$ cat src/rtl/dram_cmd_scheduler_pkg.sv
// Shared command codes and FSM state encoding for the DRAM command scheduler.
package dram_cmd_scheduler_pkg;

    localparam int unsigned CMD_W = 3;

    localparam logic [CMD_W-1:0] CMD_NOP  = 3'd0;
    localparam logic [CMD_W-1:0] CMD_ACT  = 3'd1;
    localparam logic [CMD_W-1:0] CMD_RD   = 3'd2;
    localparam logic [CMD_W-1:0] CMD_WR   = 3'd3;
    localparam logic [CMD_W-1:0] CMD_PRE  = 3'd4;
    localparam logic [CMD_W-1:0] CMD_PREA = 3'd5;
    localparam logic [CMD_W-1:0] CMD_REF  = 3'd6;

    typedef enum logic [2:0] {
        ST_IDLE   = 3'd0,
        ST_PRE    = 3'd1,
        ST_ACT    = 3'd2,
        ST_ACCESS = 3'd3,
        ST_PREA   = 3'd4,
        ST_REF    = 3'd5
    } state_t;

endpackage

$ cat src/rtl/dram_refresh_timer.sv
// Free-running refresh interval counter with pending and sticky overrun flags.
module dram_refresh_timer #(
    parameter int unsigned REF_INTERVAL = 1024
) (
    input  logic clk,
    input  logic rst,
    input  logic ref_done,
    output logic refresh_pending,
    output logic ref_overrun
);

    localparam int unsigned CNT_W = $clog2(REF_INTERVAL);
    localparam logic [CNT_W-1:0] CNT_MAX = CNT_W'(REF_INTERVAL - 1);

    logic [CNT_W-1:0] r_cnt;
    logic             r_pending;
    logic             r_overrun;
    logic             w_wrap;

    assign w_wrap = (r_cnt == CNT_MAX);

    // A wrap always wins over a same-cycle refresh completion.
    always_ff @(posedge clk or posedge rst) begin
        if (rst) begin
            r_cnt     <= '0;
            r_pending <= 1'b0;
            r_overrun <= 1'b0;
        end else begin
            r_cnt <= w_wrap ? '0 : r_cnt + CNT_W'(1);
            if (w_wrap) begin
                r_pending <= 1'b1;
            end else if (ref_done) begin
                r_pending <= 1'b0;
            end
            if (w_wrap && r_pending) begin
                r_overrun <= 1'b1;
            end
        end
    end

    assign refresh_pending = r_pending;
    assign ref_overrun     = r_overrun;

endmodule

$ cat src/rtl/dram_cmd_scheduler.sv
// Open-row-aware DRAM command scheduler: issues PRE/ACT/RD/WR per request and PREA/REF on refresh.
module dram_cmd_scheduler
    import dram_cmd_scheduler_pkg::*;
#(
    parameter int unsigned NUM_OF_BANKS = 8,
    parameter int unsigned NUM_OF_ROWS  = 128,
    parameter int unsigned NUM_OF_COLS  = 8,
    parameter int unsigned REF_INTERVAL = 1024
) (
    input  logic                             clk,
    input  logic                             rst,
    input  logic                             req_valid,
    output logic                             req_ready,
    input  logic                             req_rw,
    input  logic [$clog2(NUM_OF_BANKS)-1:0]  req_bank,
    input  logic [$clog2(NUM_OF_ROWS)-1:0]   req_row,
    input  logic [$clog2(NUM_OF_COLS)-1:0]   req_col,
    output logic                             cmd_req,
    input  logic                             cmd_ack,
    output logic [2:0]                       cmd,
    output logic [$clog2(NUM_OF_BANKS)-1:0]  cmd_bank,
    output logic [$clog2(NUM_OF_ROWS)-1:0]   cmd_row,
    output logic [$clog2(NUM_OF_COLS)-1:0]   cmd_col,
    output logic                             done_valid,
    output logic                             done_rw,
    output logic                             refresh_pending,
    output logic                             ref_overrun
);

    localparam int unsigned BW   = $clog2(NUM_OF_BANKS);
    localparam int unsigned RW_W = $clog2(NUM_OF_ROWS);
    localparam int unsigned CW   = $clog2(NUM_OF_COLS);

    state_t r_state, w_state_nxt;

    logic                                r_req_rw;
    logic [BW-1:0]                       r_req_bank;
    logic [RW_W-1:0]                     r_req_row;
    logic [CW-1:0]                       r_req_col;
    logic [NUM_OF_BANKS-1:0]             r_open;
    logic [NUM_OF_BANKS-1:0][RW_W-1:0]   r_open_row;

    logic                r_cmd_req;
    logic [CMD_W-1:0]    r_cmd;
    logic [BW-1:0]       r_cmd_bank;
    logic [RW_W-1:0]     r_cmd_row;
    logic [CW-1:0]       r_cmd_col;
    logic                r_done_valid;
    logic                r_done_rw;

    logic                w_accept;
    logic                w_cmd_done;
    logic                w_ref_done;
    logic                w_ref_pending;
    logic                w_req_rw_nxt;
    logic [BW-1:0]       w_req_bank_nxt;
    logic [RW_W-1:0]     w_req_row_nxt;
    logic [CW-1:0]       w_req_col_nxt;
    logic                w_cmd_req_nxt;
    logic [CMD_W-1:0]    w_cmd_nxt;
    logic [BW-1:0]       w_cmd_bank_nxt;
    logic [RW_W-1:0]     w_cmd_row_nxt;
    logic [CW-1:0]       w_cmd_col_nxt;

    assign w_cmd_done = r_cmd_req && cmd_ack;
    assign w_ref_done = (r_state == ST_REF) && w_cmd_done;

    dram_refresh_timer #(
        .REF_INTERVAL (REF_INTERVAL)
    ) u_refresh_timer (
        .clk             (clk),
        .rst             (rst),
        .ref_done        (w_ref_done),
        .refresh_pending (w_ref_pending),
        .ref_overrun     (ref_overrun)
    );

    always_ff @(posedge clk or posedge rst) begin
        if (rst) begin
            r_state <= ST_IDLE;
        end else begin
            r_state <= w_state_nxt;
        end
    end

    // Next state, then the command bundle to present in that state so outputs come from flops.
    always_comb begin
        w_state_nxt    = r_state;
        w_accept       = 1'b0;
        w_cmd_req_nxt  = 1'b0;
        w_cmd_nxt      = CMD_NOP;
        w_cmd_bank_nxt = '0;
        w_cmd_row_nxt  = '0;
        w_cmd_col_nxt  = '0;

        case (r_state)
            ST_IDLE: begin
                if (w_ref_pending) begin
                    w_state_nxt = (|r_open) ? ST_PREA : ST_REF;
                end else if (req_valid) begin
                    w_accept = 1'b1;
                    if (!r_open[req_bank]) begin
                        w_state_nxt = ST_ACT;
                    end else if (r_open_row[req_bank] == req_row) begin
                        w_state_nxt = ST_ACCESS;
                    end else begin
                        w_state_nxt = ST_PRE;
                    end
                end
            end
            ST_PRE:    if (w_cmd_done) w_state_nxt = ST_ACT;
            ST_ACT:    if (w_cmd_done) w_state_nxt = ST_ACCESS;
            ST_ACCESS: if (w_cmd_done) w_state_nxt = ST_IDLE;
            ST_PREA:   if (w_cmd_done) w_state_nxt = ST_REF;
            ST_REF:    if (w_cmd_done) w_state_nxt = ST_IDLE;
            default:   w_state_nxt = ST_IDLE;
        endcase

        w_req_rw_nxt   = w_accept ? req_rw   : r_req_rw;
        w_req_bank_nxt = w_accept ? req_bank : r_req_bank;
        w_req_row_nxt  = w_accept ? req_row  : r_req_row;
        w_req_col_nxt  = w_accept ? req_col  : r_req_col;

        case (w_state_nxt)
            ST_PRE: begin
                w_cmd_req_nxt  = 1'b1;
                w_cmd_nxt      = CMD_PRE;
                w_cmd_bank_nxt = w_req_bank_nxt;
            end
            ST_ACT: begin
                w_cmd_req_nxt  = 1'b1;
                w_cmd_nxt      = CMD_ACT;
                w_cmd_bank_nxt = w_req_bank_nxt;
                w_cmd_row_nxt  = w_req_row_nxt;
            end
            ST_ACCESS: begin
                w_cmd_req_nxt  = 1'b1;
                w_cmd_nxt      = w_req_rw_nxt ? CMD_WR : CMD_RD;
                w_cmd_bank_nxt = w_req_bank_nxt;
                w_cmd_col_nxt  = w_req_col_nxt;
            end
            ST_PREA: begin
                w_cmd_req_nxt = 1'b1;
                w_cmd_nxt     = CMD_PREA;
            end
            ST_REF: begin
                w_cmd_req_nxt = 1'b1;
                w_cmd_nxt     = CMD_REF;
            end
            default: ;
        endcase
    end

    always_ff @(posedge clk or posedge rst) begin
        if (rst) begin
            r_req_rw     <= 1'b0;
            r_req_bank   <= '0;
            r_req_row    <= '0;
            r_req_col    <= '0;
            r_cmd_req    <= 1'b0;
            r_cmd        <= CMD_NOP;
            r_cmd_bank   <= '0;
            r_cmd_row    <= '0;
            r_cmd_col    <= '0;
            r_done_valid <= 1'b0;
            r_done_rw    <= 1'b0;
        end else begin
            r_req_rw     <= w_req_rw_nxt;
            r_req_bank   <= w_req_bank_nxt;
            r_req_row    <= w_req_row_nxt;
            r_req_col    <= w_req_col_nxt;
            r_cmd_req    <= w_cmd_req_nxt;
            r_cmd        <= w_cmd_nxt;
            r_cmd_bank   <= w_cmd_bank_nxt;
            r_cmd_row    <= w_cmd_row_nxt;
            r_cmd_col    <= w_cmd_col_nxt;
            r_done_valid <= (r_state == ST_ACCESS) && w_cmd_done;
            if ((r_state == ST_ACCESS) && w_cmd_done) begin
                r_done_rw <= r_req_rw;
            end
        end
    end

    // Open-row table follows completed ACT/PRE/PREA commands only.
    always_ff @(posedge clk or posedge rst) begin
        if (rst) begin
            r_open     <= '0;
            r_open_row <= '0;
        end else if (w_cmd_done) begin
            case (r_state)
                ST_ACT: begin
                    r_open[r_req_bank]     <= 1'b1;
                    r_open_row[r_req_bank] <= r_req_row;
                end
                ST_PRE: begin
                    r_open[r_req_bank]     <= 1'b0;
                    r_open_row[r_req_bank] <= '0;
                end
                ST_PREA: begin
                    r_open     <= '0;
                    r_open_row <= '0;
                end
                default: ;
            endcase
        end
    end

    assign req_ready       = (r_state == ST_IDLE) && !w_ref_pending;
    assign cmd_req         = r_cmd_req;
    assign cmd             = r_cmd;
    assign cmd_bank        = r_cmd_bank;
    assign cmd_row         = r_cmd_row;
    assign cmd_col         = r_cmd_col;
    assign done_valid      = r_done_valid;
    assign done_rw         = r_done_rw;
    assign refresh_pending = w_ref_pending;

endmodule
$ cat config.mk
export PLATFORM = sky130hd
export DESIGN_NAME = dram_cmd_scheduler
export DESIGN_NICKNAME = d
export VERILOG_FILES = /design/src/rtl/dram_cmd_scheduler_pkg.sv /design/src/rtl/dram_refresh_timer.sv /design/src/rtl/dram_cmd_scheduler.sv
export SDC_FILE = /design/constraint.sdc
export NUM_CORES = 1
export LEC_CHECK = 0
export CAP_MARGIN = 25
export CELL_PAD_IN_SITES_DETAIL_PLACEMENT = 0
export CELL_PAD_IN_SITES_GLOBAL_PLACEMENT = 2
export CORE_MARGIN = 3
export CORE_UTILIZATION = 35
export DETAILED_ROUTE_END_ITERATION = 6
export PLACE_DENSITY = 0.84
export SKIP_LAST_GASP = 1
export SYNTH_ARGS = -nofsm -noshare
export SYNTH_HDL_FRONTEND = slang
export SYNTH_SLANG_ARGS = --single-unit
$ cat constraint.sdc
create_clock -name clk -period 3.4 [get_ports clk]
set_input_delay 0.51 -clock clk [delete_from_list [all_inputs] [get_ports clk]]
set_output_delay 0.51 -clock clk [all_outputs]
set_load 0.01 [all_outputs]
# After elaboration in Yosys (flattened, before gate mapping)
# Index checks and enable logic that the tools add are counted.
[classes]
eq_ne = 12
add_sub_neg = 1
n_mux = 37
bitwise_logic = 5
reduce_logical = 15
n_lt_le_gt_ge = 3
[op_table]
columns = ["operator", "n"]
rows = [
  ["$pmux 56 s3", 1],
  ["$and 56x56->56", 1],
  ["$bwmux 56", 1],
  ["$not 56->56", 1],
  ["$mux 3", 10],
  ["$pmux 3 s5", 2],
  ["$mux 7", 4],
  ["$pmux 8 s3", 1],
  ["$bmux 7 s3", 1],
  ["$demux 7 s3", 1],
  ["$eq 3x2->1 const B", 4],
  ["$eq 3x3->1 const B", 4],
  ["$mux 1", 11],
  ["$add 10x1->10 const B", 1],
  ["$eq 10x10->1 const B", 1],
  ["$mux 10", 1],
  ["$and 8x8->8", 1],
  ["$lt 3x4->1 const B", 2],
  ["$not 8->8", 1],
  ["$or 8x8->8", 1],
  ["$reduce_or 8->1", 1],
  ["$eq 7x7->1", 1],
  ["$eq 3x1->1 const B", 2],
  ["$logic_and 1x1->1", 6],
  ["12 further kinds", 13],
]
[totals]
register_bits = 112
wordCells = 97
inputBits = 18
output_inout_bits = 22

# Logic depth before layout (Yosys ltp)
[depth]
depth_word = 11
ltp_mapped = 9
mapped_depth_nobuf = 7

# Hierarchy
# From an unflattened synthesis, not the netlist that was laid out.
[unflattened]
cells_unflattened = 500
hier_area_um2 = 5320.1
[modules_own_cells]
columns = ["mod", "n_inst", "seq_area_each_um2", "cells_each", "area_per_inst_um2"]
rows = [
  ["dram_cmd_scheduler", 1, 2502.4, 451, 4789.6],
  ["dram_refresh_timer", 1, 300.3, 49, 530.5],
]

# Least setup slack after synthesis
# No wires, ideal clock.
[synth_timing]
path_kind = "input-to-reg"
from = "input req_bank[1]"
to = "register r_cmd_col[0] (netlist: cmd_col[0])"
path_stages = 9
t_arrival_ps = 2183
slack_ps = 1150
setup_ps = 66
required_ps = 3334
path_buffers = 2
cell_sequence = "buf_2 > buf_2 > mux4_2 > mux2i_1 > xor2_1 > o2111ai_1 > o211a_4 > clkinv_4 > and3_1"
[synth_between]
elab_chain_len = 10
word_cells_on_any_way = 12
cone_classes = "2 x eq/ne; 10 x mux"
[synth_lines]
columns = ["element", "line_no", "source"]
rows = [
  ["start, declared", "dram_cmd_scheduler.sv:15", "input logic [$clog2(NUM_OF_BANKS)-1:0] req_bank,"],
  ["$bmux 7 s3", "dram_cmd_scheduler.sv:104", "end else if (r_open_row[req_bank] == req_row) begin"],
  ["$mux 7 (implied by the code)", "dram_cmd_scheduler.sv:104", ""],
  ["$eq 7x7->1", "dram_cmd_scheduler.sv:104", ""],
  ["$mux 2", "dram_cmd_scheduler.sv:104", ""],
  ["$mux 2 (*)", "dram_cmd_scheduler.sv:102", "if (!r_open[req_bank]) begin"],
  ["$mux 3 (*)", "dram_cmd_scheduler.sv:100", "end else if (req_valid) begin"],
  ["$mux 3 (*)", "dram_cmd_scheduler.sv:98", "if (w_ref_pending) begin"],
  ["$pmux 3 s5 (*)", "dram_cmd_scheduler.sv:96", "case (r_state)"],
  ["via w_state_nxt[1]", "dram_cmd_scheduler.sv:34", "state_t r_state, w_state_nxt;"],
  ["$eq 3x2->1 (*)", "dram_cmd_scheduler.sv:124", "case (w_state_nxt)"],
  ["$mux 3 (*)", "dram_cmd_scheduler.sv:124", ""],
  ["via w_cmd_col_nxt[0]", "dram_cmd_scheduler.sv:63", "logic [CW-1:0] w_cmd_col_nxt;"],
  ["end signal, assigned", "dram_cmd_scheduler.sv:176", "r_cmd_col <= w_cmd_col_nxt;"],
  ["end, declared", "dram_cmd_scheduler.sv:47", "logic [CW-1:0] r_cmd_col;"],
]
# The timed path passes the listed nets; every way through them passes the cells marked *. The select of a mux whose other input is x is not followed.
# A chain may end at the register's enable or synchronous reset.

# Worst setup path after layout
[layout_timing]
from = "input req_bank[1]"
to = "register r_cmd_col[2] (netlist: cmd_col[2])"
# The elaborated chain is that of the path after synthesis.

==> run metrics <==
die span in x=126 µm; Area Overhead vs Synth=17.8%; ANT cells=0; Register Area=2800 µm²; CP max stage delay=730 ps; Least-Margin Pin Slew=872 ps; clk_lat worst skew=340 ps; most frequent cells in the layout=dfrtp_1, nand2_1, o2bb2ai_1; H-Tree Depth=3; CTS resizes=0; PortBufs=39; Root Driver=clkbuf_16; max cap viols=0; Core Rows=43; Post-Syn Area=5010 µm²; share of layout cells above drive strength 1=0.0917; Seq/Total Area, Yosys=0.559; Worst Setup SP=req_bank[1]; syn avg cell area=11.5 µm²; top post-synthesis cells by area=dfrtp_1, o2bb2ai_1, nand2_1, mux4_2, a21oi_1; commonest non-fill, non-tap cell in the layout=dfrtp_1; hold buffers post-CTS=0; highest metal used=met4; post-route ant nets=0; fmax=0.363 GHz; GRT Overall Usage=0.162; global-route wire length before repair=20600 µm; async set-reset flop share out of synthesis=1.00; Final setup viols=0; synthesized net count=455; Synthesis Warnings=0; NumNets Final=495; Vias=3573; HP Start=u_refresh_timer.ref_overrun$_DFFE_PP0P_; Tcrit/Tclk final=0.811; grt ovf=0; max-slew violations=0; CP Capture Type=flip-flop; clock skew=7.86 ps; crit path max fanout=7; initial antenna violation count=0; crit path cell chain=clkdlybuf4s50_1 -> mux4_2 -> mux2i_1 -> xor2_1 -> nand4_1 -> o211a_4 -> clkinv_4 -> and3_1; Final Hold Viols=0; Seq cells post-synth=112; DRT iter0 DRCs=323; leakage=2.57 nW; worst path required time=3680 ps; chip height=126 µm; met1 wire length=5590 µm; CTS tree=done; slew margin rel.=0.414; CTS Buf Count=9; Synth cell types=44; routed length per instance=18.6 µm; Main synth FF type=dfrtp_1; Setup CP Type=input port to flip-flop; initial core utilization=0.360; Post-synth EDFFs=0; Startpoint Class=input port; area leader, netlist=dfrtp_1; Fill cells=1329; Top Ports=40; cell count after placement=645; pin count of the biggest net entering global routing=67; DRC=0; Vias/cell=5.41; Design Power=4.50 mW; CTS clk-pin slew, worst paths=70 ps; outcome=completed; multi-input logic area=2080 µm²; Pre-Repair DR Iteration Count=5; RSZ-0062 raised after global routing=false; DR WL met3=658 µm; RePlAce Congestion=0.803; Hold Crit Class=flip-flop to flip-flop; total die area=15800 µm²; Critical Path AT=3040 ps; cell count after synthesis=436; reg2reg start=r_state[0]$_DFF_PP0_; core area=13900 µm²; Yosys top cell area share=0.559; post-CTS setup repair buffer count=0; met2 WL=5920 µm; power per cell area=762 nW/µm²; vias in the first global route=3800; Final Critical Period=2760 ps; setup TNS=0 ps; Worst IR Drop VDD=0.420 mV; Post-DP HPWL=8450 µm; non-filler cells, final=660; CTS Sinks=112; clock buffer depth=2; Crit-path slowest cell=clkdlybuf4s50_1; Routed WL=12200 µm
[Yosys cell counts (3+ instances only)]
cell	number
dfrtp_1	112
nand2_1	76
o2bb2ai_1	49
a21oi_1	29
nor2_1	17
o21ai_0	17
clkbuf_1	13
xor2_1	10
mux2i_1	9
mux4_2	9
nand3_1	9
o21ai_1	8
a22o_1	7
and3_1	7
buf_2	6
xnor2_1	6
mux4_1	5
inv_1	4
a21o_1	3
mux2_2	3
nor2b_1	3
nor3_1	3
nor3b_1	3
nor4_1	3
[cell type report]
type                    count  area share
repair buffers             50      0.0843
flip-flops and latches    112       0.474
multi-input cells         298       0.353
well taps                 180      0.0381
clock inverters             4     0.00508
inverters                   5     0.00466
clock buffers              11      0.0411
[cells by family after synthesis]
logic type / synth area share
buffers and inverters: 0.0257
AND/OR/NAND/NOR: 0.120
AO/OA/AOI/OAI: 0.174
XOR/XNOR: 0.0279
multiplexers: 0.0913
adder cells (fa/ha/maj): 0.00249
flip-flops: 0.559
[worst max-delay path: cells and delay by family]
kind	cells	cell delay (ps)
buffers and inverters	2	790
AO/OA/AOI/OAI	1	300
XOR/XNOR	1	290
multiplexers	2	810
AND/OR/NAND/NOR	2	330
[metrics by stage]
stage / instance area [µm²] / util / setup slack (ps) / hold slack, ps
4_1_cts: 5910 / 0.424 / 641 / 467
2_1_floorplan: 5020 / - / 1150 / 425
5_1_grt: 5910 / 0.424 / 532 / 504
3_3_place_gp: 5640 / 0.405 / 320 / 439
3_5_place_dp: 5640 / 0.405 / 299 / 448
6_report: 5910 / 0.424 / 641 / 461
[power breakdown]
group	switching [mW]	internal, mW	leakage (nW)
combinational	0.821	0.681	0.999
clock	0.473	0.517	0.132
sequential	0.287	1.72	1.44
[final timing paths]
path                                                            to  slack [ps]  depth (start not counted)
setup / recovery                              cmd_col[2]$_DFF_PP0_         640                          8
hold / removal             u_refresh_timer.ref_overrun$_DFFE_PP0P_         460                          1
setup reg to reg                                         flip-flop        1060                          6
hold reg to reg            u_refresh_timer.ref_overrun$_DFFE_PP0P_         460                          1
max in group asynchronous                   r_req_col[2]$_DFF_PP0_        2120                          3
min in group asynchronous                    r_open[0]$_DFFE_PP0P_         570                          2
[layer usage]
layer | vias up | GRT usage
met5 | - | 0
met4 | 0 | 0.0281
met3 | 6 | 0.0509
met2 | 104 | 0.259
met1 | 1787 | 0.223
li1 | 1676 | -
Note: power is estimated with default switching activity, not from simulation.
